--- src/rtl/midi_pkg.sv ---
// Shared MIDI definitions: status nibbles, message field positions and the decoded
// message kind used by the voice allocator and future controller handlers.
package midi_pkg;

    localparam logic [3:0] ST_NOTE_ON  = 4'h9;
    localparam logic [3:0] ST_NOTE_OFF = 4'h8;

    localparam int unsigned MSG_STATUS_MSB = 23;
    localparam int unsigned MSG_STATUS_LSB = 16;
    localparam int unsigned MSG_DATA1_MSB  = 15;
    localparam int unsigned MSG_DATA1_LSB  = 8;
    localparam int unsigned MSG_DATA2_MSB  = 7;
    localparam int unsigned MSG_DATA2_LSB  = 0;

    typedef enum logic [1:0] {
        IGNORE,
        NOTE_ON,
        NOTE_OFF
    } msg_kind_e;

endpackage

--- src/rtl/midi_msg_decode.sv ---
// Combinational decode of one 3-byte MIDI channel message into note-on / note-off / ignore,
// with the data bytes reduced to their 7-bit payload.
module midi_msg_decode
    import midi_pkg::*;
(
    input  logic [23:0] msg_i,
    input  logic [3:0]  channel_i,
    output msg_kind_e   kind_o,
    output logic [6:0]  note_o,
    output logic [6:0]  vel_o
);

    logic [7:0] status;
    logic [7:0] data1;
    logic [7:0] data2;
    logic       chan_ok;
    logic       data_ok;

    assign status  = msg_i[MSG_STATUS_MSB:MSG_STATUS_LSB];
    assign data1   = msg_i[MSG_DATA1_MSB:MSG_DATA1_LSB];
    assign data2   = msg_i[MSG_DATA2_MSB:MSG_DATA2_LSB];
    assign chan_ok = (status[3:0] == channel_i);
    // A data byte with bit 7 set is a stray status byte, so the message is malformed.
    assign data_ok = ~data1[7] & ~data2[7];

    assign note_o = data1[6:0];
    assign vel_o  = data2[6:0];

    always_comb begin
        kind_o = IGNORE;
        if (chan_ok && data_ok) begin
            if (status[7:4] == ST_NOTE_ON && data2[6:0] != 7'd0) begin
                kind_o = NOTE_ON;
            end else if (status[7:4] == ST_NOTE_OFF || status[7:4] == ST_NOTE_ON) begin
                kind_o = NOTE_OFF;
            end
        end
    end

endmodule

--- src/rtl/midi_voice_alloc.sv ---
// Polyphonic voice allocator: retrigger held note, else lowest free voice, else steal the
// least-recently-allocated voice. One message buffered while the scan FSM is busy.
module midi_voice_alloc
    import midi_pkg::*;
#(
    parameter int unsigned NUM_VOICES = 4,
    parameter int unsigned CHANNEL    = 0
) (
    input  logic                    clk_i,
    input  logic                    rst_ni,
    input  logic [23:0]             midi_msg_i,
    input  logic                    midi_msg_rdy_i,
    output logic [7*NUM_VOICES-1:0] voice_note_o,
    output logic [7*NUM_VOICES-1:0] voice_vel_o,
    output logic [NUM_VOICES-1:0]   voice_gate_o,
    output logic [NUM_VOICES-1:0]   voice_trig_o,
    output logic                    busy_o,
    output logic                    drop_o
);

    localparam int unsigned AGE_W = $clog2(NUM_VOICES);
    localparam logic [AGE_W-1:0] AGE_MAX = AGE_W'(NUM_VOICES - 1);

    typedef enum logic [1:0] {
        StIdle,
        StScan,
        StCommit
    } state_e;

    state_e          state_q, state_d;
    logic [23:0]     buf_q, buf_d;
    logic            buf_full_q, buf_full_d;
    msg_kind_e       kind_q, kind_d;
    logic [6:0]      wnote_q, wnote_d;
    logic [6:0]      wvel_q, wvel_d;
    logic [AGE_W-1:0] idx_q, idx_d;
    logic            hit_found_q, hit_found_d;
    logic [AGE_W-1:0] hit_idx_q, hit_idx_d;
    logic            free_found_q, free_found_d;
    logic [AGE_W-1:0] free_idx_q, free_idx_d;
    logic [AGE_W-1:0] oldest_idx_q, oldest_idx_d;

    logic [6:0]      vnote_q [NUM_VOICES];
    logic [6:0]      vnote_d [NUM_VOICES];
    logic [6:0]      vvel_q  [NUM_VOICES];
    logic [6:0]      vvel_d  [NUM_VOICES];
    logic [AGE_W-1:0] age_q  [NUM_VOICES];
    logic [AGE_W-1:0] age_d  [NUM_VOICES];
    logic [NUM_VOICES-1:0] gate_q, gate_d;
    logic [NUM_VOICES-1:0] trig_q, trig_d;
    logic            drop_q, drop_d;

    msg_kind_e       dec_kind;
    logic [6:0]      dec_note;
    logic [6:0]      dec_vel;
    logic            accept;
    logic            pop;
    logic [AGE_W-1:0] tgt;

    midi_msg_decode u_decode (
        .msg_i     (buf_q),
        .channel_i (4'(CHANNEL)),
        .kind_o    (dec_kind),
        .note_o    (dec_note),
        .vel_o     (dec_vel)
    );

    // IDLE always pops a full buffer (even for ignored messages), freeing room for a new one.
    assign pop    = buf_full_q & (state_q == StIdle);
    assign accept = midi_msg_rdy_i & (~buf_full_q | (state_q == StIdle));

    always_comb begin
        state_d      = state_q;
        buf_d        = buf_q;
        buf_full_d   = buf_full_q & ~pop;
        kind_d       = kind_q;
        wnote_d      = wnote_q;
        wvel_d       = wvel_q;
        idx_d        = idx_q;
        hit_found_d  = hit_found_q;
        hit_idx_d    = hit_idx_q;
        free_found_d = free_found_q;
        free_idx_d   = free_idx_q;
        oldest_idx_d = oldest_idx_q;
        vnote_d      = vnote_q;
        vvel_d       = vvel_q;
        age_d        = age_q;
        gate_d       = gate_q;
        trig_d       = '0;
        drop_d       = midi_msg_rdy_i & ~accept;
        tgt          = '0;

        if (accept) begin
            buf_d      = midi_msg_i;
            buf_full_d = 1'b1;
        end

        unique case (state_q)
            StIdle: begin
                if (buf_full_q && dec_kind != IGNORE) begin
                    kind_d       = dec_kind;
                    wnote_d      = dec_note;
                    wvel_d       = dec_vel;
                    idx_d        = '0;
                    hit_found_d  = 1'b0;
                    free_found_d = 1'b0;
                    state_d      = StScan;
                end
            end
            StScan: begin
                if (!hit_found_q && gate_q[idx_q] && vnote_q[idx_q] == wnote_q) begin
                    hit_found_d = 1'b1;
                    hit_idx_d   = idx_q;
                end
                if (!free_found_q && !gate_q[idx_q]) begin
                    free_found_d = 1'b1;
                    free_idx_d   = idx_q;
                end
                if (age_q[idx_q] == AGE_MAX) begin
                    oldest_idx_d = idx_q;
                end
                if (idx_q == AGE_MAX) begin
                    state_d = StCommit;
                end else begin
                    idx_d = idx_q + 1'b1;
                end
            end
            StCommit: begin
                state_d = StIdle;
                if (kind_q == NOTE_ON) begin
                    tgt = hit_found_q ? hit_idx_q : (free_found_q ? free_idx_q : oldest_idx_q);
                    vnote_d[tgt] = wnote_q;
                    vvel_d[tgt]  = wvel_q;
                    gate_d[tgt]  = 1'b1;
                    trig_d[tgt]  = 1'b1;
                    // Younger voices age by one so the ages stay a permutation.
                    for (int i = 0; i < NUM_VOICES; i++) begin
                        if (age_q[i] < age_q[tgt]) begin
                            age_d[i] = age_q[i] + 1'b1;
                        end
                    end
                    age_d[tgt] = '0;
                end else begin
                    for (int i = 0; i < NUM_VOICES; i++) begin
                        if (gate_q[i] && vnote_q[i] == wnote_q) begin
                            gate_d[i] = 1'b0;
                        end
                    end
                end
            end
            default: state_d = StIdle;
        endcase
    end

    always_ff @(posedge clk_i or negedge rst_ni) begin
        if (!rst_ni) begin
            state_q      <= StIdle;
            buf_q        <= '0;
            buf_full_q   <= 1'b0;
            kind_q       <= IGNORE;
            wnote_q      <= '0;
            wvel_q       <= '0;
            idx_q        <= '0;
            hit_found_q  <= 1'b0;
            hit_idx_q    <= '0;
            free_found_q <= 1'b0;
            free_idx_q   <= '0;
            oldest_idx_q <= '0;
            gate_q       <= '0;
            trig_q       <= '0;
            drop_q       <= 1'b0;
            for (int i = 0; i < NUM_VOICES; i++) begin
                vnote_q[i] <= '0;
                vvel_q[i]  <= '0;
                age_q[i]   <= AGE_W'(i);
            end
        end else begin
            state_q      <= state_d;
            buf_q        <= buf_d;
            buf_full_q   <= buf_full_d;
            kind_q       <= kind_d;
            wnote_q      <= wnote_d;
            wvel_q       <= wvel_d;
            idx_q        <= idx_d;
            hit_found_q  <= hit_found_d;
            hit_idx_q    <= hit_idx_d;
            free_found_q <= free_found_d;
            free_idx_q   <= free_idx_d;
            oldest_idx_q <= oldest_idx_d;
            gate_q       <= gate_d;
            trig_q       <= trig_d;
            drop_q       <= drop_d;
            vnote_q      <= vnote_d;
            vvel_q       <= vvel_d;
            age_q        <= age_d;
        end
    end

    always_comb begin
        voice_note_o = '0;
        voice_vel_o  = '0;
        for (int i = 0; i < NUM_VOICES; i++) begin
            voice_note_o[7*i +: 7] = vnote_q[i];
            voice_vel_o[7*i +: 7]  = vvel_q[i];
        end
    end

    assign voice_gate_o = gate_q;
    assign voice_trig_o = trig_q;
    assign drop_o       = drop_q;
    // Busy covers the decode cycle of a message that will be acted on, through COMMIT.
    assign busy_o       = (state_q != StIdle) | (buf_full_q & (dec_kind != IGNORE));

endmodule

--- config.mk ---
export PLATFORM = sky130hd
export DESIGN_NAME = midi_voice_alloc
export DESIGN_NICKNAME = d
export VERILOG_FILES = /design/src/rtl/midi_pkg.sv /design/src/rtl/midi_msg_decode.sv /design/src/rtl/midi_voice_alloc.sv
export SDC_FILE = /design/constraint.sdc
export NUM_CORES = 1
export LEC_CHECK = 0
export CORE_MARGIN = 2
export CORE_UTILIZATION = 53
export CTS_BUF_LIST = sky130_fd_sc_hd__clkbuf_4 sky130_fd_sc_hd__clkbuf_8 sky130_fd_sc_hd__clkbuf_16
export CTS_CLUSTER_DIAMETER = 100
export CTS_CLUSTER_SIZE = 12
export DETAILED_ROUTE_END_ITERATION = 16
export GPL_TIMING_DRIVEN = 0
export PLACE_DENSITY = 0.8
export SETUP_SLACK_MARGIN = 0.05
export SYNTH_ARGS = -nofsm -noshare
export SYNTH_HDL_FRONTEND = slang
export SYNTH_SLANG_ARGS = --single-unit
--- constraint.sdc ---
create_clock -name clk_i -period 2.7 [get_ports clk_i]
set_clock_uncertainty 0.1 [all_clocks]
set_input_delay 0.405 -clock clk_i [delete_from_list [all_inputs] [get_ports clk_i]]
set_output_delay 0.405 -clock clk_i [all_outputs]
set_load 0.01 [all_outputs]
==> impl_metrics.tcl <==
set metrics [dict create \
    final_core_util_pct 71.4 \
    critPathRequiredTime_ns 2.99 \
    drt.antenna.violating_nets 0 \
    finalWorstSetupSlack_ns 0.158 \
    die_area_um2 11400 \
    vias_per_cell 5.59 \
    cts-buffers-inserted 17 \
    n_antenna_cell 0 \
    post-place-ws_ns -0.0151 \
    startpoint "free_found_q$_DFFE_PN0P_" \
    p_seq_share_pct 42.7 \
    fp.dieH_um 107 \
    maxCapViolations 0 \
    synth_cell_type_count 50 \
    num_io_pins 93 \
    met3_usage_pct 4.62 \
    fin_nets 547 \
    gr-usage-met2_pct 40.1 \
    synth_edf_count 0 \
    numPortBuffers 92 \
    dp_hpwl_mm 8.65 \
    min_period_ns 2.54 \
    async_reset_ff_share_pct 100 \
    globalRoute.totalOverflow 0 \
    switching_share_pct 24.3 \
    synth_area_um2 5590 \
    synthCells 405 \
    vdd_ir_drop_max_mv 0.490 \
    clock_sinks 126 \
    busiest_layer "met2" \
    slew-limit-headroom_pct 56.9 \
    ys_top_cells_by_area "dfrtp_1 (55%), mux2_2 (21%), mux4_2 (2.8%)" \
    grt_start_max_net_pins 85 \
    setup_viol 0 \
    yosysWarningCount 0 \
    synth_area_per_cell_um2 13.8 \
    ff2ff_path_depth 6 \
    yosys-top-cells-count "dfrtp_1 (122), mux2_2 (103), xnor2_1 (18)" \
    die_w_um 107 \
    grtUsageTotal_pct 24.0 \
    post-route-period-util_pct 94.1 \
    drive_above_1_share_pct 32.7 \
    clock_latency_ns 0.52 \
    cp-end-kind "register" \
    drtIter0Drc 136 \
    grt_pass1_wl_mm 20.8 \
    rsz0062_at_grt "no" \
    synthMostInstantiatedCell "dfrtp_1" \
    synth_seq_cells 126 \
    via_count 3737 \
    cts_tree "built" \
    crit_arrival_ns 2.83 \
    first_pass_iters 6 \
    pwr_density_cell_nw_per_um2 662 \
    synth.net_count 433 \
    regToRegSetupSlack_ns 0.16 \
    crit_type "reg -> reg" \
    startpoint_type "register" \
    ys_seq_area_share_pct 56.5 \
    fin_setup_tns_ns 0 \
    yosys.area.top_type "dfrtp_1" \
    grtUsageMet1_pct 31.3 \
    htree_num_levels 4 \
    p_sw_mw 1.18 \
    rows 37 \
    timing.rr.end "voice_note_o[2]$_DFFE_PN0P_" \
    holdWs_ns 0.274 \
    slew_viol_final 0 \
    clock_path_buffers 2 \
    status "complete, no violations" \
    rr_startpoint "free_found_q$_DFFE_PN0P_" \
    clk_pin_slew_ns 0.06 \
    cts_root_buffer "clkbuf_8" \
    finalWeightedCongestion 0.861 \
    yosysTopAreaCellShare_pct 54.6 \
    timing.fmax_ghz 0.393 \
    start_util_pct 54.4 \
    hold_viol 0 \
    clkPwrFrac_pct 45.3 \
    hold_class "in -> async" \
    worstPathMaxFanout 10 \
    grt_pass1_vias 3874 \
    routedWlPerCell_um 19.3 \
    drc 0 \
    core-area_um2 10300 \
    intPower_mw 3.68 \
    synth_ff_type "dfrtp_1" \
    worst_pin_slew_ns 0.647 \
    p_leak_nw 3.36 \
    power_frac_comb_pct 12.0 \
    fillers 728 \
    grt_antenna_before_repair 0 \
    drt-total-wl_mm 12.9 \
    area_growth_pct 31.3 \
]
[cell families (layout without fill, tap and decap cells)]
family                     count (synthesis)  in the layout  share of synthesized area (%)
buffers and inverters                     31            158                           2.42
and+or+nand+nor                           59             59                           5.78
AOI/OAI and AO/OA                         37             37                           4.66
adders and majority gates                  1              1                          0.224
xor gates and xnor gates                  33             33                           5.17
DFF                                      126            126                           56.5
muxes                                    118            118                           25.2
[worst max path at each step]
stage	slack (ns)	to
2_1_floorplan	0.49	age_q[4]$_DFFE_PN1P_
3_3_place_gp	-3.56	voice_trig_o[1]$_DFF_PN0_
3_5_place_dp	-0.02	voice_vel_o[7]$_DFFE_PN0P_
4_1_cts	0.06	voice_note_o[2]$_DFFE_PN0P_
5_1_grt	0.06	voice_note_o[5]$_DFFE_PN0P_
6_report	0.16	voice_note_o[2]$_DFFE_PN0P_
[metrics by stage]
step	std cells	instance area, µm²	total power [mW]
finish	668	7340	4.86
global route	668	7340	5.04
CTS	668	7310	4.86
floorplan	405	5590	2.46
detailed placement	634	6710	2.67
global placement	633	6680	2.63
[flip-flops by register name, indices dropped and copies added (netlist names)]
signal / count
free_idx_q: 2
voice_vel_o: 28
voice_note_o: 28
drop_o: 1
free_found_q: 1
voice_trig_o: 4
wnote_q: 7
oldest_idx_q: 2
wvel_q: 7
buf_q: 24
hit_found_q: 1
idx_q: 2
kind_q: 2
hit_idx_q: 2
state_q: 2
voice_gate_o: 4
age_q: 8
buf_full_q: 1
[per-layer routing]
metal	wire, µm	vias to the layer above	share of wire (%)
met2	6580	96	51
met4	265	0	2.1
met3	517	20	4.0
met1	5530	1924	43
met5	0	-	0
li1	-	1697	-
[area by class of cell]
class | instances | area (µm²) | area share (%)
multi-input combinational | 248 | 2320 | 31.7
clock buffer | 25 | 487 | 6.63
sequential | 126 | 3160 | 43.0
inverter | 9 | 33.8 | 0.461
timing repair buffer | 95 | 970 | 13.2
buffer | 22 | 106 | 1.45
tap | 136 | 170 | 2.32
clock inverter | 7 | 87.6 | 1.19
[timing repair]
item | CTS | global route
setup endpoints to repair | 17 | 29
endpoints found under the hold margin | 41 | 0
buffers inserted | 1 | 0
pin swaps | 1 | 0
hold buffers | 1 | 0
resized for setup | 3 | 6
[worst max-delay path, stage by stage (launching register included)]
cell and delay (ns):
dfrtp_1 0.41, mux2_2 0.42, mux2i_4 0.30, nor2b_1 0.17, buf_2 0.28, buf_2 0.35, mux2_2 0.38
[cells in the final DEF, fill, tap and decap left out, types with 3 or more instances in the layout]
master	n
dfrtp_1	122
mux2_2	103
clkdlybuf4s50_1	90
xnor2_1	18
clkbuf_16	16
xor2_1	15
nand2_1	14
clkbuf_1	12
nor2_1	11
inv_1	8
a21oi_1	8
mux2i_1	7
clkbuf_4	7
mux4_2	7
a211oi_1	7
nand3_1	6
nor4_1	6
buf_2	5
nor3_1	4
dfstp_2	4
clkinv_2	4
o21ai_0	3
a31o_2	3
a31oi_1	3
clkbuf_8	3
[power by group through the flow]
stage          Sequential [mW]  Clock [mW]  Combinational [mW]
2_1_floorplan             2.07           0               0.387
3_3_place_gp              2.09           0               0.538
3_5_place_dp              2.10           0               0.566
4_1_cts                   2.07        2.21               0.585
5_1_grt                   2.09        2.32               0.636
6_report                  2.07        2.20               0.583
Note: power is estimated with default switching activity, not from simulation.
==> RTL change (config.mk and constraints unchanged) <==
Change the parameter `NUM_VOICES` from 4 to 8.
--- a/src/rtl/midi_voice_alloc.sv
+++ b/src/rtl/midi_voice_alloc.sv
@@ -3,7 +3,7 @@
 module midi_voice_alloc
     import midi_pkg::*;
 #(
-    parameter int unsigned NUM_VOICES = 4,
+    parameter int unsigned NUM_VOICES = 8,
     parameter int unsigned CHANNEL    = 0
 ) (
     input  logic                    clk_i,
Interface: changed (resized voice_gate_o, voice_note_o, voice_trig_o and voice_vel_o); port bits go from 93 to 157. The function was not compared with the original's and may differ.
==> RTL change against the original RTL <==
- the flow now finishes with violations (negative setup slack)
- synthesized area grew 85%
- die area grew 82%
- worst setup slack worse by 550 ps
- final area up 90%
- wire length grew 130%
- sequential share of layout area decreased by 5.2 points
- sequential cell count increased by 84
- fmax fell by 18%
- total power is 77% higher
- largest cell class is now multi-input gates
==> RTL change: results (changes against the original RTL) <==
* Static leakage at 6.282 nW (was 3.357 nW)
* Routed wire length on met3 at 2141 um (was 517 um)
* Routed via count at 7,892 (was 3,737)
* Share of post-route cells with drive strength above 1 at 32.90% (was 32.71%)
* Average size of a mapped cell at 12.28 um2 (was 13.80 um2)
* Slowest stage cell on the critical path: sky130_fd_sc_hd__mux4_2 (was sky130_fd_sc_hd__mux2_2)
* Number of nets at the end of the flow at 1,108 (was 547)
* Fraction of the yosys area taken by sequential cells at 50.91% (was 56.52%)
* Half-perimeter wire length of the detailed placement result at 19,360 um (was 8649 um)
* Setup violation total in the final timing report at 25 (was 0)
* Global Route met1 Usage at 36.56% (was 31.33%)
* Failing checks: negative setup slack
* Outcome: finished with violations (was complete, no violations)
* Power Clock at 0.00265 W (was 0.00220 W)
* Combinational share of power at 30.0% (was 12.0%)
* Final Worst Setup Slack at -391.5 ps (was 158.3 ps)
* Max rail drop VDD at 414.6 uV (was 489.7 uV)
* Met3 layer usage reported by global route at 6.165% (was 4.620%)
* First-pass GRT wire length at 44,550 um (was 20,760 um)
* Per-cell routed wire length at 21.85 um (was 19.31 um)
* Top fanout value on the critical path at 5 (was 10)
* Initial DRC count at 572 (was 136)
* Source-to-sink clock delay at the later pin of the worst-skew pair at 500 ps (was 520 ps)
* Hold_ws at 379.3 ps (was 273.8 ps)
* Detail Route met2 WL at 14,100 um (was 6584 um)
* Number of global-route vias before repair at 8,149 (was 3,874)
* Length of routed wiring on met1 at 11,870 um (was 5531 um)
* Total of buffers placed on input and output ports at 156 (was 92)
* Number of library cell types mapped by synthesis at 51 (was 50)
* RR Endpoint: age_q[1] (was voice_note_o[2])
* Hold Crit Class: flip-flop to flip-flop (was input pin to async pin)
* Total of fill cells in the finished design at 1,288 (was 728)
* Internal power summed over all cells at 0.006054 W (was 0.003678 W)
* Cell area reported after detailed placement at 0.01240 mm2 (was 0.006708 mm2)
==> RTL change: cell types whose count changed in the layout (fill, tap and decap cells not counted), moves of 10 or more <==
| cell | change |
|---|---|
| sky130_fd_sc_hd__o21ai_0 | +12 |
| sky130_fd_sc_hd__nand2_1 | +73 |
| sky130_fd_sc_hd__xor2_1 | +17 |
| sky130_fd_sc_hd__a31oi_1 | +10 |
| sky130_fd_sc_hd__clkbuf_1 | +10 |
| sky130_fd_sc_hd__xnor2_1 | +13 |
| sky130_fd_sc_hd__nor2_1 | +16 |
| sky130_fd_sc_hd__mux2_2 | +44 |
| sky130_fd_sc_hd__dfrtp_1 | +76 |
| sky130_fd_sc_hd__mux2i_1 | +15 |
| sky130_fd_sc_hd__clkdlybuf4s50_1 | +65 |
| sky130_fd_sc_hd__ha_1 | +10 |
| sky130_fd_sc_hd__mux4_2 | +10 |
| sky130_fd_sc_hd__buf_4 | +28 |
==> RTL change: cell type report <==
cell class                 instances  share of cell area, %
sequential                       210                  37.89
buffer                            50                  2.321
multi-input combinational        570                  38.31
tap                              265                  2.384
inverter                          12                 0.3238
timing repair buffer             198                  14.50
clock inverter                     1                0.06297
clock buffer                      29                  4.210
==> RTL change: repair_timing <==
action / 4_1_cts / 5_1_grt
hold buffers: 1 / 0
cloned: 2 / 0
setup endpoints to repair: 128 / 109
endpoints found under the hold margin: 80 / 0
buffers inserted: 19 / 19
pin swaps: 19 / 30
gates resized for setup: 75 / 48
==> RTL change: cell families after synthesis <==
kind of cell	after synthesis	synth area share, %
AND/OR/NAND/NOR	222	10.81
flip-flops	210	50.91
multiplexers	195	22.83
AO/OA/AOI/OAI	72	5.221
XOR/XNOR	63	5.330
buffers and inverters	63	2.731
adder cells (fa/ha/maj)	18	2.176
